[src/rtl/gold_miner_pkg.sv]
// Shared phase encoding and level-target arithmetic for the gold-miner game controller.
package gold_miner_pkg;

  typedef enum logic [2:0] {
    S_IDLE,
    S_TARGET,
    S_PLAY,
    S_CHECK,
    S_LOSE,
    S_WIN
  } phase_t;

  localparam int unsigned TARGET_SCORE_MULT = 80;

  function automatic int unsigned target_for_level(input logic [3:0] lvl);
    int unsigned l;
    l = 32'(lvl);
    return TARGET_SCORE_MULT * l * l;
  endfunction

endpackage

[src/rtl/round_timer.sv]
// Round countdown: divides frame pulses into seconds and counts time_left down to zero.
module round_timer #(
  parameter int unsigned FRAMES_PER_SEC = 60,
  parameter int unsigned ROUND_SECONDS  = 60
) (
  input  logic       clk,
  input  logic       rst_n,
  input  logic       load,
  input  logic       frame_start,
  input  logic       enable,
  output logic [6:0] time_left,
  output logic       expired
);

  localparam int unsigned SUB_W = (FRAMES_PER_SEC > 1) ? $clog2(FRAMES_PER_SEC) : 1;

  logic [SUB_W-1:0] sub_cnt_q, sub_cnt_d;
  logic [6:0]       time_left_q, time_left_d;

  // expired is combinational so the parent FSM leaves PLAY on the same edge as the 1->0 step
  always_comb begin
    sub_cnt_d   = sub_cnt_q;
    time_left_d = time_left_q;
    expired     = 1'b0;
    if (load) begin
      sub_cnt_d   = '0;
      time_left_d = 7'(ROUND_SECONDS);
    end else if (enable && frame_start) begin
      if (sub_cnt_q == SUB_W'(FRAMES_PER_SEC - 1)) begin
        sub_cnt_d = '0;
        if (time_left_q != '0) begin
          time_left_d = time_left_q - 7'd1;
          expired     = (time_left_q == 7'd1);
        end
      end else begin
        sub_cnt_d = sub_cnt_q + 1'b1;
      end
    end
  end

  always_ff @(posedge clk) begin
    if (!rst_n) begin
      sub_cnt_q   <= '0;
      time_left_q <= '0;
    end else begin
      sub_cnt_q   <= sub_cnt_d;
      time_left_q <= time_left_d;
    end
  end

  assign time_left = time_left_q;

endmodule

[src/rtl/level_sequencer.sv]
// Game-phase controller: target screen, timed round, pass/fail and level advance.
// Optional LEVEL_SEQ_EARLY_EXIT_EN ends the round as soon as the target score is met.
module level_sequencer
  import gold_miner_pkg::*;
#(
  parameter int unsigned FRAMES_PER_SEC = 60,
  parameter int unsigned TARGET_FRAMES  = 120,
  parameter int unsigned ROUND_SECONDS  = 60,
  parameter int unsigned MAX_LEVEL      = 10,
  parameter int unsigned SCORE_W        = 20
) (
  input  logic               Clk,
  input  logic               reset,
  input  logic               start,
  input  logic               frame_start,
  input  logic [SCORE_W-1:0] player_score,
  output logic               display_target,
  output logic               play_en,
  output logic [3:0]         level,
  output logic [SCORE_W-1:0] target_score,
  output logic [6:0]         time_left,
  output logic               level_up,
  output logic               game_over,
  output logic               game_win
);

  localparam int unsigned FC_W = (TARGET_FRAMES > 1) ? $clog2(TARGET_FRAMES) : 1;

  phase_t             state_q, state_d;
  logic [3:0]         level_q, level_d;
  logic [SCORE_W-1:0] target_q, target_d;
  logic [FC_W-1:0]    frame_cnt_q, frame_cnt_d;
  logic               level_up_q, level_up_d;
  logic               display_target_q, display_target_d;
  logic               play_en_q, play_en_d;
  logic               game_over_q, game_over_d;
  logic               game_win_q, game_win_d;
  logic               score_met, early_stop, timer_load, timer_en, timer_expired;

  assign score_met  = (player_score >= target_q);
`ifdef LEVEL_SEQ_EARLY_EXIT_EN
  assign early_stop = (state_q == S_PLAY) && score_met;
`else
  assign early_stop = 1'b0;
`endif
  assign timer_load = (state_q == S_TARGET) && frame_start &&
                      (frame_cnt_q == FC_W'(TARGET_FRAMES - 1));
  assign timer_en   = (state_q == S_PLAY) && !early_stop;

  round_timer #(
    .FRAMES_PER_SEC(FRAMES_PER_SEC),
    .ROUND_SECONDS (ROUND_SECONDS)
  ) u_round_timer (
    .clk        (Clk),
    .rst_n      (reset),
    .load       (timer_load),
    .frame_start(frame_start),
    .enable     (timer_en),
    .time_left  (time_left),
    .expired    (timer_expired)
  );

  always_comb begin
    state_d     = state_q;
    level_d     = level_q;
    target_d    = target_q;
    frame_cnt_d = frame_cnt_q;
    level_up_d  = 1'b0;
    unique case (state_q)
      S_IDLE, S_LOSE, S_WIN: begin
        if (start) begin
          state_d     = S_TARGET;
          level_d     = 4'd1;
          target_d    = SCORE_W'(target_for_level(4'd1));
          frame_cnt_d = '0;
        end
      end
      S_TARGET: begin
        if (timer_load)       state_d     = S_PLAY;
        else if (frame_start) frame_cnt_d = frame_cnt_q + 1'b1;
      end
      S_PLAY: begin
        if (early_stop || timer_expired) state_d = S_CHECK;
      end
      S_CHECK: begin
        if (!score_met) begin
          state_d = S_LOSE;
        end else if (level_q < 4'(MAX_LEVEL)) begin
          state_d     = S_TARGET;
          level_d     = level_q + 4'd1;
          target_d    = SCORE_W'(target_for_level(level_q + 4'd1));
          level_up_d  = 1'b1;
          frame_cnt_d = '0;
        end else begin
          state_d = S_WIN;
        end
      end
      default: state_d = S_IDLE;
    endcase
    display_target_d = (state_d == S_TARGET);
    play_en_d        = (state_d == S_PLAY);
    game_over_d      = (state_d == S_LOSE);
    game_win_d       = (state_d == S_WIN);
  end

  always_ff @(posedge Clk) begin
    if (!reset) begin
      state_q          <= S_IDLE;
      level_q          <= '0;
      target_q         <= '0;
      frame_cnt_q      <= '0;
      level_up_q       <= 1'b0;
      display_target_q <= 1'b0;
      play_en_q        <= 1'b0;
      game_over_q      <= 1'b0;
      game_win_q       <= 1'b0;
    end else begin
      state_q          <= state_d;
      level_q          <= level_d;
      target_q         <= target_d;
      frame_cnt_q      <= frame_cnt_d;
      level_up_q       <= level_up_d;
      display_target_q <= display_target_d;
      play_en_q        <= play_en_d;
      game_over_q      <= game_over_d;
      game_win_q       <= game_win_d;
    end
  end

  assign display_target = display_target_q;
  assign play_en        = play_en_q;
  assign level          = level_q;
  assign target_score   = target_q;
  assign level_up       = level_up_q;
  assign game_over      = game_over_q;
  assign game_win       = game_win_q;

endmodule

[config.mk]
export PLATFORM = sky130hd
export DESIGN_NAME = level_sequencer
export DESIGN_NICKNAME = d
export VERILOG_FILES = /design/src/rtl/gold_miner_pkg.sv /design/src/rtl/round_timer.sv /design/src/rtl/level_sequencer.sv
export SDC_FILE = /design/constraint.sdc
export NUM_CORES = 1
export LEC_CHECK = 0
export ABC_AREA = 1
export CORE_ASPECT_RATIO = 2
export CORE_MARGIN = 5
export CORE_UTILIZATION = 48
export CTS_CLUSTER_DIAMETER = 150
export DETAILED_ROUTE_END_ITERATION = 16
export GPL_ROUTABILITY_DRIVEN = 0
export GPL_TIMING_DRIVEN = 0
export PLACE_DENSITY = 0.77
export REMOVE_ABC_BUFFERS = 1
export SETUP_SLACK_MARGIN = 0.5
export SLEW_MARGIN = 20
export SYNTH_ARGS = -nofsm -noshare
export SYNTH_HDL_FRONTEND = slang
export SYNTH_SLANG_ARGS = --single-unit
[constraint.sdc]
create_clock -name Clk -period 4.6 [get_ports Clk]
set_input_delay 0.46 -clock Clk [delete_from_list [all_inputs] [get_ports Clk]]
set_output_delay 0.46 -clock Clk [all_outputs]
set_load 0.03 [all_outputs]
* Yosys cells after proc, flatten, opt, wreduce, memory -nomap -nowiden
Cells that the tools add are included.
Word-level totals: flip-flop bits (word level) 52, input bits 24, word-level logic and storage cells 85
Operators by class: add/sub/neg operators 4, multiply operators 2, order comparisons 2, equal/unequal tests 17, mux-type cells 30, bitwise operators 1, reduce and logical (&&, ||, !) cells 17
Operator list (number):
- $mux W20 | 3
- $pmux W20 S2 | 1
- $mux W7 | 5
- $mux W6 | 5
- $pmux W7 S3 | 1
- $ge A20 B20 Y1 | 1
- $mux W3 | 5
- $eq A3 B3 Y1 const B | 4
- $mux W4 | 3
- $pmux W3 S4 | 1
- $mul A7 B4 Y11 | 1
- $ne A2 B2 Y1 const B | 5
- $eq A3 B2 Y1 const B | 3
- $reduce_and A3 Y1 | 3
- $pmux W4 S2 | 1
- $reduce_bool A2 Y1 | 4
- $add A7 B1 Y7 const B | 1
- $eq A7 B1 Y1 const B | 1
- $eq A7 B7 Y1 const B | 1
- $mul A3 B4 Y7 const A | 1
- $reduce_bool A7 Y1 | 1
- $sub A7 B1 Y7 const B | 1
- $add A6 B1 Y6 const B | 1
- $eq A3 B1 Y1 const B | 2
- other kinds (12) | 18

* Depth between registers and ports, before layout
Gate-level depths: netlist of the first run.
word-level depth 8, gate-level depth with buffers 27, gate-level depth less buffers 27

* Cells and area by module
A second synthesis of the first run with hierarchy kept.
Unflattened totals: cells, all modules 492, area, all modules 3487.1 um2
Modules (own cells, without submodules):
- level_sequencer | instances 1, cells an instance 378, area an instance 2695.1 um2
- round_timer | instances 1, cells an instance 114, area an instance 792.0 um2

* Worst setup path after synthesis of the first run
OpenSTA, ideal clock, no wires.
kind flip-flop to flip-flop, from register level_q[0] (netlist: level[0]), to register target_q[13] (netlist: target_score[13]), setup time 114 ps, arrival 4696 ps, data required time 4486 ps, setup slack -210 ps, stages on the path, launching flop included 21, period minus slack after synthesis 4810 ps, cell sequence dfxtp_1 -> inv_1 -> ha_1 -> inv_1 -> ha_1 -> ha_1 -> fa_1 -> inv_1 -> nor2_1 -> fa_1 -> inv_1 -> fa_1 -> inv_1 -> ha_1 -> a21oi_1 -> nor2_1 -> o21ai_0 -> nand3_1 -> or2_1 -> a21oi_1 -> nor2_1
Between the ends: cells in the longest elaborated chain, start to end 6, elaborated cells on any way between the ends 9, those cells by class 1 x add/sub; 2 x mul; 1 x order compare; 1 x eq/ne; 3 x mux; 1 x reduce/logical
RTL lines:
- start, declared | RTL line level_sequencer.sv:30 | logic [3:0] level_q, level_d;
- start signal, assigned | RTL line level_sequencer.sv:119 | level_q <= level_d;
- $add A4 B1 Y4 | RTL line level_sequencer.sv:91 | target_d = SCORE_W'(target_for_level(level_q + 4'd1));
- $mul A3 B4 Y7 | RTL line gold_miner_pkg.sv:18 | return TARGET_SCORE_MULT * l * l;
- $mul A7 B4 Y11 | RTL line gold_miner_pkg.sv:18
- $mux W20 | RTL line level_sequencer.sv:88 | end else if (level_q < 4'(MAX_LEVEL)) begin
- $mux W20 | RTL line level_sequencer.sv:86 | if (!score_met) begin
- $pmux W20 S2 | RTL line level_sequencer.sv:69 | unique case (state_q)
- end signal, assigned | RTL line level_sequencer.sv:120 | target_q <= target_d;
- end, declared | RTL line level_sequencer.sv:31 | logic [SCORE_W-1:0] target_q, target_d;
Parallel ways exist; a longest one is shown, timed or not. The select of a mux whose other input is x is not followed. A chain may end at the register's enable or synchronous reset.

* Worst setup path in the final report of the first run
from register level_q[0] (netlist: level[0]), to register target_q[11] (netlist: target_score[11])
Same word-level chain as after synthesis.

==> results of run 1 <==
flip-flops by register name, summed over array words and instances, names as in the netlist:
register and cells:
state_q 3, u_round_timer.time_left 7, target_score 9, level_up 1, game_over 1, display_target 1
level 4, u_round_timer.sub_cnt_q 6, frame_cnt_q 7, game_win 1, play_en 1
final cells by class:
class,count,area (sq um)
clock buffers,6,139
clock inverters,1,7.51
fillers,626,2560
inverters,93,358
multi-input cells,353,2310
flip-flops and latches,41,832
well taps,90,113
repair buffers,60,573
power breakdown:
| part | leakage [nW] | total (mW) | internal (mW) | switching, mW |
|---|---|---|---|---|
| Clock | 0.0690 | 0.357 | 0.213 | 0.144 |
| Combinational | 1.64 | 0.539 | 0.226 | 0.312 |
| Sequential | 0.335 | 0.385 | 0.370 | 0.0148 |
| Total | 2.05 | 1.28 | 0.809 | 0.471 |
cells in the final DEF, fill, tap and decap left out, drive strengths merged, types with 2 or more instances in the layout:
cell type / count
a21oi: 21
dfxtp: 41
clkdlybuf4s50: 49
ha: 36
or2: 4
nand4: 16
clkinv: 2
xnor2: 5
o21ai: 12
clkinvlp: 2
nor3: 12
buf: 11
nor3b: 5
clkbuf: 6
inv: 90
nand2: 107
nor2: 79
fa: 11
conb: 10
nand3: 26
xor2: 4
metrics by stage:
stage,util [%],instance area [sq um],setup TNS (ns)
floorplan,-,3280,-1.45
global placement,56.3,3880,-2.17
detailed placement,56.3,3880,-2.72
CTS,61.2,4210,0
global route,62.9,4330,0
finish,62.9,4330,0
per-layer routing:
layer	track usage, %	vias to the layer above	part of all wire [%]
met5	0	-	0
met4	8.63	0	3.6
met3	2.89	25	4.5
met2	37.4	91	56
met1	17.9	1486	36
li1	-	1636	-
kinds of logic after synthesis:
group / synth area share, %
simple gates: 33.5
buf+inv: 13.9
fa+ha+maj: 19.9
flops: 24.4
compound gates: 5.81
xor+xnor: 2.34
other cells: 0.112
final timing paths:
path	from	end	slack, ns	cells past startpoint
max reg2reg	level[0]$_SDFFE_PN0P_	target_score[11]$_SDFFE_PN0P_	0.42	20
min	frame_cnt_q[6]$_SDFFE_PN0P_	frame_cnt_q[6]$_SDFFE_PN0P_	0.47	2
min reg2reg	frame_cnt_q[6]$_SDFFE_PN0P_	frame_cnt_q[6]$_SDFFE_PN0P_	0.47	2
max	level[0]$_SDFFE_PN0P_	target_score[11]$_SDFFE_PN0P_	0.42	20
synth_stat cells (2+ instances only):
cell type / count / area [sq um]
nand2_1: 107 / 402
inv_1: 82 / 308
nor2_1: 79 / 297
dfxtp_1: 41 / 821
ha_1: 36 / 450
nand3_1: 23 / 115
a21oi_1: 21 / 105
nand4_1: 14 / 87.6
buf_4: 12 / 90.1
fa_1: 11 / 220
nor3_1: 10 / 50.1
inv_2: 9 / 33.8
o21ai_1: 7 / 35.0
o21ai_0: 5 / 25.0
xnor2_1: 5 / 43.8
nor3b_1: 4 / 30.0
xor2_1: 4 / 35.0
nand3_2: 3 / 30.0
buf_2: 2 / 10.0
clkbuf_1: 2 / 7.51
clkinv_1: 2 / 7.51
nand4_4: 2 / 42.5
or2_2: 2 / 12.5
critical path, stage by stage, from the launching register on:
cell	delay [ns]
dfxtp_4	0.39
clkinvlp_4	0.12
ha_4	0.29
inv_4	0.04
ha_4	0.26
ha_4	0.14
fa_2	0.47
inv_4	0.10
nor2_4	0.04
fa_1	0.54
inv_1	0.05
fa_1	0.49
inv_2	0.05
ha_4	0.30
nand2_2	0.06
or2_4	0.23
nand3_2	0.09
a21oi_2	0.06
o21a_1	0.13
o21bai_1	0.14
nor2_1	0.07
timing repair:
| item | in CTS | in global routing |
|---|---|---|
| setup buffers | 6 | 5 |
| pin swaps | 17 | 30 |
| endpoints found under the setup margin | 7 | 6 |
| gates resized for setup | 35 | 21 |
==> impl_metrics.tcl, run 1 <==
set metrics [dict create \
    viasPerCell 5.03 \
    yosysUniqueCellTypes 35 \
    initial_core_util_pct 48.8 \
    setup_viol 0 \
    grt_pass1_vias 3129 \
    yosysSeqAreaShare_pct 24.4 \
    antenna_found_initial 0 \
    drtAntennaViolNets 0 \
    cts-root-buf "clkbuf_16" \
    synth-edff-count 0 \
    ioPinCount 60 \
    first_iter_violations 134 \
    grt_pass1_wl_mm 13.6 \
    post-place-ws_ns -0.698 \
    required_ns 4.77 \
    syn_to_final_growth_pct 28.8 \
    vias 3238 \
    cts-htree-levels 2 \
    drive_above_1_share_pct 14.1 \
    core.rowCount 43 \
    post-route-period-util_pct 90.9 \
    ys_warn_count 0 \
    fin_cells 644 \
    crit_type "reg -> reg" \
    grt_start_max_net_pins 26 \
    peakVddDrop_uv 227 \
    drc 0 \
    wl_per_cell_um 13.0 \
    worst_slew_pin_slew_ns 0.783 \
    clk_pin_slew_ns 0.06 \
    synth-seq-cells 41 \
    synth_cells 495 \
    finalWorstSetupSlack_ns 0.421 \
    max_freq_mhz 239 \
    dr.pass1.iters 4 \
    grt_usage_pct 18.6 \
    power.density_nw_per_um2 296 \
    syn_area_sq_um 3360 \
    cts_buffers 5 \
    die_w_um 69.2 \
    min_path_type "reg -> reg" \
    start_kind "flop" \
    p_leak_nw 2.05 \
    status "complete, no violations" \
    cts.sinks 41 \
    clock_latency_ns 0.29 \
    syn_avg_cell_area_sq_um 6.79 \
    ys.flop_type "dfxtp_1" \
    antenna_cells 0 \
    synthArstFlopShare_pct 0 \
    fin_crit_ns 4.18 \
    fp.dieH_um 128 \
    slew_violations 0 \
    postCtsHoldBufs 0 \
    end_kind "flop" \
    fp.coreArea_sq_um 6890 \
    dieArea_sq_um 8880 \
    worstPathMaxFanout 5 \
    cts_tree "done" \
    grt_setup_unrepaired "yes" \
    slew_headroom_pct 47.7 \
    hpwl_mm 6.34 \
    clock_skew_ns 0.00748 \
    io_buffers 49 \
    cts_buffer_depth 2 \
    cp.arrival_ns 4.35 \
    grt_overflow 0 \
    drv_cap 0 \
    hold_violations 0 \
    drt-total-wl_mm 8.40 \
    hold_ws_ns 0.474 \
    total_power_mw 1.28 \
    fin_nets 625 \
    place_inst 626 \
]
Power figures use the tool's default switching activity.
==> run 2: changes to the inputs <==
--- a/config.mk
+++ b/config.mk
@@ -8,12 +8,13 @@
 export ABC_AREA = 1
 export CORE_ASPECT_RATIO = 2
 export CORE_MARGIN = 5
-export CORE_UTILIZATION = 48
+export CORE_UTILIZATION = 50
+export CTS_BUF_LIST = sky130_fd_sc_hd__clkbuf_4
 export CTS_CLUSTER_DIAMETER = 150
 export DETAILED_ROUTE_END_ITERATION = 16
 export GPL_ROUTABILITY_DRIVEN = 0
 export GPL_TIMING_DRIVEN = 0
-export PLACE_DENSITY = 0.77
+export PLACE_DENSITY = 0.79
 export REMOVE_ABC_BUFFERS = 1
 export SETUP_SLACK_MARGIN = 0.5
 export SLEW_MARGIN = 20
==> run 2 against run 1 <==
Routed wire length fell by 0.64%; cell area down 0.12%; first-iteration DRC count down 19%; die area is 3.6% lower; clock-buffer cell count fell by 1; worst hold slack gained 0.013 ns; utilization rose by 3.0 points; global-route usage is 2.4 points higher; worst setup slack got worse by 0.083 ns; critical endpoint is now target_score[14]$_SDFFE_PN0P_; highest routed layer unchanged.
==> impl_metrics.tcl, run 2 (synthesis results as in run 1) <==
set metrics [dict create \
    ff2ff_setup_slack_ns 0.34 \
    cts-root-buf "clkbuf_4" \
    critPathBufInv 6 \
    cts_buffers 5 \
    cts_buffer_depth 2 \
    hold_violations 0 \
    dr.pass1.iters 4 \
    peakVddDrop_uv 244 \
    grt_overflow 0 \
    worst_slew_pin_slew_ns 0.743 \
    cts-htree-levels 2 \
    dieArea_sq_um 8560 \
    place_inst 624 \
    wl_per_cell_um 12.9 \
    first_iter_violations 109 \
    fin_crit_ns 4.26 \
    fin_nets 633 \
    clock_skew_ns 0.0253 \
    design_area_sq_um 4320 \
    core.rowCount 42 \
    largest_register_ffs 9 \
    initial_core_util_pct 51.2 \
    grt_pass1_wl_mm 14.1 \
    final.setup.tns_ns 0 \
    drt-total-wl_mm 8.35 \
    antenna_found_initial 0 \
    antenna_cells 0 \
    total_power_mw 1.16 \
    grt_pass1_vias 3477 \
    drc 0 \
    hpwl_mm 6.22 \
    slew_headroom_pct 50.3 \
    dpl_cell_area_sq_um 3880 \
    cpPeakStageDelay_ns 0.50 \
    slew_violations 0 \
    end_kind "flop" \
    cp_slowest_cell "fa_1" \
    finish.utilization_pct 65.8 \
    crit_type "reg -> reg" \
    clock_latency_ns 0.38 \
    layout_commonest_cell "nand2_1" \
    viasPerCell 5.09 \
    status "complete, no violations" \
    drive_above_1_share_pct 16.0 \
    clk_pin_slew_ns 0.14 \
    p_clk_share_pct 15.4 \
    worstPathMaxFanout 6 \
    drv_cap 0 \
    path_delay_family "adder cells" \
    grt_start_max_net_pins 26 \
    crit_top_cell "nand2_1" \
    p_sw_share_pct 40.8 \
    p_int_uw 685 \
    post-place-ws_ns -0.599 \
    vias 3302 \
    start_kind "flop" \
    max_freq_mhz 235 \
    fin_cells 649 \
    postCtsHoldBufs 0 \
    p_sw_uw 472 \
    die_w_um 68.0 \
    required_ns 4.91 \
    hold_ws_ns 0.487 \
    p_leak_nw 2.06 \
    cts_tree "done" \
    post-route-period-util_pct 92.7 \
    io_buffers 49 \
    setup_viol 0 \
    fp.dieH_um 126 \
    combinationalPowerShare_pct 51.4 \
    fp.coreArea_sq_um 6570 \
    p_seq_share_pct 33.2 \
    grt_setup_unrepaired "yes" \
    syn_to_final_growth_pct 28.6 \
    grt_usage_pct 20.9 \
    power.density_nw_per_um2 268 \
    drtAntennaViolNets 0 \
    min_path_type "reg -> reg" \
    cp.arrival_ns 4.57 \
    finalWorstSetupSlack_ns 0.338 \
    ioPinCount 60 \
    cts.sinks 41 \
    final_cell_mix "99 x nand2_1, 75 x nor2_1, 72 x inv_1, 49 x clkdlybuf4s50_1, 38 x dfxtp_1" \
]
run 2: cell count changes in the layout (fill, tap and decap cells not counted), sizes merged:
cell / change
buf: +8
clkbuf: -1
clkinv: +1
inv: -1
run 2: routing by layer:
metal / share of wire [%] / wire length [um] / track usage, % / up-vias
met5: 0 / 0 / 0 / -
li1: - / - / - / 1655
met4: 4.1 / 341 / 11.0 / 0
met3: 5.4 / 454 / 5.26 / 35
met1: 36 / 2970 / 19.7 / 1528
met2: 55 / 4580 / 38.9 / 84
run 2: area by class of cell:
| cell class | count | area (sq um) |
|---|---|---|
| multi-input combinational | 353 | 2320 |
| fill | 584 | 2240 |
| sequential | 41 | 832 |
| timing repair buffer | 68 | 657 |
| inverter | 93 | 362 |
| tap | 88 | 110 |
| clock buffer | 5 | 37.5 |
| clock inverter | 1 | 5.00 |
run 2: worst paths after layout:
kind                                        end  cells after the start                         from
setup reg to reg  target_score[14]$_SDFFE_PN0P_                     25        level[0]$_SDFFE_PN0P_
hold reg to reg     frame_cnt_q[6]$_SDFFE_PN0P_                      2  frame_cnt_q[6]$_SDFFE_PN0P_
setup / recovery  target_score[14]$_SDFFE_PN0P_                     25        level[0]$_SDFFE_PN0P_
hold / removal      frame_cnt_q[6]$_SDFFE_PN0P_                      2  frame_cnt_q[6]$_SDFFE_PN0P_
run 2: worst register-to-register path, cell delays in order, from the launching register on:
cell and delay (ns):
dfxtp_4 0.43, clkinvlp_4 0.13, ha_4 0.30, inv_4 0.04, ha_4 0.26, ha_4 0.14, fa_2 0.47, inv_4 0.11
nor2_4 0.04, fa_1 0.48, inv_1 0.05, fa_1 0.50, inv_2 0.05, ha_4 0.29, nand2_2 0.06, inv_2 0.07
nand3_2 0.09, nand3_2 0.09, nand2_2 0.06, nand2_1 0.08, nand2_1 0.07, nand2_1 0.08, nand2_1 0.06, nand2_1 0.06
nand2_1 0.06, a21oi_2 0.10
run 2: power groups by stage:
| stage | combinational (mW) | sequential [mW] | clock [mW] |
|---|---|---|---|
| after global placement | 0.413 | 0.391 | 0 |
| after detailed placement | 0.423 | 0.391 | 0 |
| after global routing | 0.651 | 0.387 | 0.200 |
| after CTS | 0.515 | 0.384 | 0.184 |
| final | 0.595 | 0.384 | 0.178 |
| after floorplan | 0.278 | 0.413 | 0 |
run 2: what timing repair did:
item | 4_1_cts | 5_1_grt
endpoints found under the hold margin | 0 | 0
endpoints found under the setup margin | 7 | 6
pin swaps | 17 | 13
buffers inserted | 13 | 6
gates resized for setup | 43 | 22
==> run 3: changes to the inputs <==
--- a/config.mk
+++ b/config.mk
@@ -15,6 +15,7 @@
 export GPL_ROUTABILITY_DRIVEN = 0
 export GPL_TIMING_DRIVEN = 0
 export PLACE_DENSITY = 0.79
+export RECOVER_POWER = 50
 export REMOVE_ABC_BUFFERS = 1
 export SETUP_SLACK_MARGIN = 0.5
 export SLEW_MARGIN = 20
==> run 3 against run 2 <==
Power down 0.33%; cell count unchanged; register-to-register slack about the same; routed wire length up 0.44%; sequential power about the same; global-route usage unchanged; maximum frequency about the same; worst hold slack about the same; utilization down 0.63 points.
==> impl_metrics.tcl, run 3 (synthesis results as in run 1) <==
set metrics [dict create \
    status "complete, no violations" \
    core.rowCount 42 \
    path_delay_family "adder cells" \
    grt_usage_pct 20.9 \
    post-place-ws_ns -0.599 \
    finalWorstSetupSlack_ns 0.342 \
    cp_slowest_cell "fa_1" \
    drv_cap 0 \
    clock_latency_ns 0.38 \
    cts-root-buf "clkbuf_4" \
    crit_type "reg -> reg" \
    critPathBufInv 6 \
    peakVddDrop_uv 245 \
    fill_cells 589 \
    setup_viol 0 \
    dieArea_sq_um 8560 \
    post-route-period-util_pct 92.6 \
    cp.arrival_ns 4.57 \
    dr.pass1.iters 4 \
    die_w_um 68.0 \
    fp.coreArea_sq_um 6570 \
    largest_register_ffs 9 \
    power.density_nw_per_um2 269 \
    first_iter_violations 105 \
    cts_buffer_depth 2 \
    p_leak_nw 2.10 \
    final_cell_mix "99 x nand2_1, 75 x nor2_1, 72 x inv_1, 38 x dfxtp_1, 27 x clkdlybuf4s50_1" \
    end_kind "flop" \
    drt-total-wl_mm 8.38 \
    clock_skew_ns 0.0252 \
    p_sw_share_pct 40.9 \
    grt_start_max_net_pins 26 \
    p_clk_share_pct 15.5 \
    cts_buffers 5 \
    drc 0 \
    cts.sinks 41 \
    slew_violations 0 \
    cts_tree "done" \
    drtAntennaViolNets 0 \
    clk_pin_slew_ns 0.14 \
    wl_per_cell_um 12.9 \
    worstPathMaxFanout 6 \
    antenna_cells 0 \
    syn_to_final_growth_pct 27.4 \
    cpPeakStageDelay_ns 0.50 \
    grt_pass1_wl_mm 14.1 \
    combinationalPowerShare_pct 51.2 \
    hpwl_mm 6.22 \
    grt_overflow 0 \
    viasPerCell 5.13 \
    ioPinCount 60 \
    p_sw_uw 472 \
    hold_violations 0 \
    slew_headroom_pct 32.8 \
    vias 3328 \
    postCtsHoldBufs 0 \
    layout_commonest_cell "nand2_1" \
    start_kind "flop" \
    grt_pass1_vias 3477 \
    initial_core_util_pct 51.2 \
    grt_setup_unrepaired "yes" \
    required_ns 4.91 \
    fin_crit_ns 4.26 \
    max_freq_mhz 235 \
    cts-htree-levels 2 \
    p_int_uw 682 \
    crit_top_cell "nand2_1" \
    fp.dieH_um 126 \
    ff2ff_setup_slack_ns 0.34 \
    min_path_type "reg -> reg" \
    antenna_found_initial 0 \
    drive_above_1_share_pct 15.5 \
    finish.utilization_pct 65.2 \
    worst_slew_pin_slew_ns 1.00 \
    io_buffers 49 \
    fin_nets 633 \
    hold_ws_ns 0.487 \
    p_seq_share_pct 33.3 \
]
==> run 3: changes by cell type in the layout (fill, tap and decap cells not counted) <==
cell             delta
clkdlybuf4s50_1    -22
dlygate4sd3_1      +22
nand4_1             +2
nand4_4             -2
nor3_1              +1
nor3_4              -1
o21ai_0             +1
o21ai_1             -1
==> run 3: cell type report <==
class	count	area, sq um	share of cell area, %
repair buffers	68	657	15.3
multi-input cells	353	2280	53.2
well taps	88	110	2.57
clock inverters	1	5.00	0.117
clock buffers	5	37.5	0.876
flip-flops and latches	41	832	19.4
inverters	93	362	8.44
==> run 3: metrics by stage <==
| stage | setup TNS, ns | instance area (sq um) | std cells | total power [mW] |
|---|---|---|---|---|
| finish | 0 | 4280 | 649 | 1.15 |
| global placement | -2.11 | 3880 | 624 | 0.804 |
| global route | 0 | 4280 | 649 | 1.23 |
| CTS | 0 | 4200 | 643 | 1.08 |
| detailed placement | -2.27 | 3880 | 624 | 0.815 |
| floorplan | -1.45 | 3280 | 487 | 0.691 |
==> run 3: metal layers <==
metal	share of wire (%)	up-vias	GRT usage (%)
li1	-	1657	-
met1	36	1543	19.7
met2	55	90	38.9
met3	5.3	38	5.26
met4	4.2	0	11.0
met5	0	-	0
==> run 3: timing repair <==
| action | in CTS | in global routing |
|---|---|---|
| resized for setup | 43 | 22 |
| endpoints found under the setup margin | 7 | 6 |
| pin swaps | 17 | 13 |
| setup buffers | 13 | 6 |
==> run 3: power by group through the flow <==
stage	Combinational [mW]	Clock (mW)	Sequential, mW
floorplan	0.278	0	0.413
global placement	0.413	0	0.391
detailed placement	0.423	0	0.391
CTS	0.515	0.184	0.384
global route	0.646	0.200	0.387
finish	0.590	0.179	0.384
==> run 3: worst register-to-register path, stage by stage (launching register included) <==
cell and delay [ns]:
dfxtp_4 0.43, clkinvlp_4 0.13, ha_4 0.30, inv_4 0.04
ha_4 0.26, ha_4 0.14, fa_2 0.47, inv_4 0.11
nor2_4 0.04, fa_1 0.48, inv_1 0.05, fa_1 0.50
inv_2 0.05, ha_4 0.29, nand2_2 0.06, inv_2 0.07
nand3_2 0.09, nand3_2 0.09, nand2_2 0.06, nand2_1 0.08
nand2_1 0.07, nand2_1 0.08, nand2_1 0.06, nand2_1 0.06
nand2_1 0.06, a21oi_2 0.10
==> run 3: final timing paths <==
kind / end / startpoint / depth (start not counted)
max: target_score[14]$_SDFFE_PN0P_ / level[0]$_SDFFE_PN0P_ / 25
min: frame_cnt_q[6]$_SDFFE_PN0P_ / frame_cnt_q[6]$_SDFFE_PN0P_ / 2
max reg2reg: target_score[14]$_SDFFE_PN0P_ / level[0]$_SDFFE_PN0P_ / 25
min reg2reg: frame_cnt_q[6]$_SDFFE_PN0P_ / frame_cnt_q[6]$_SDFFE_PN0P_ / 2
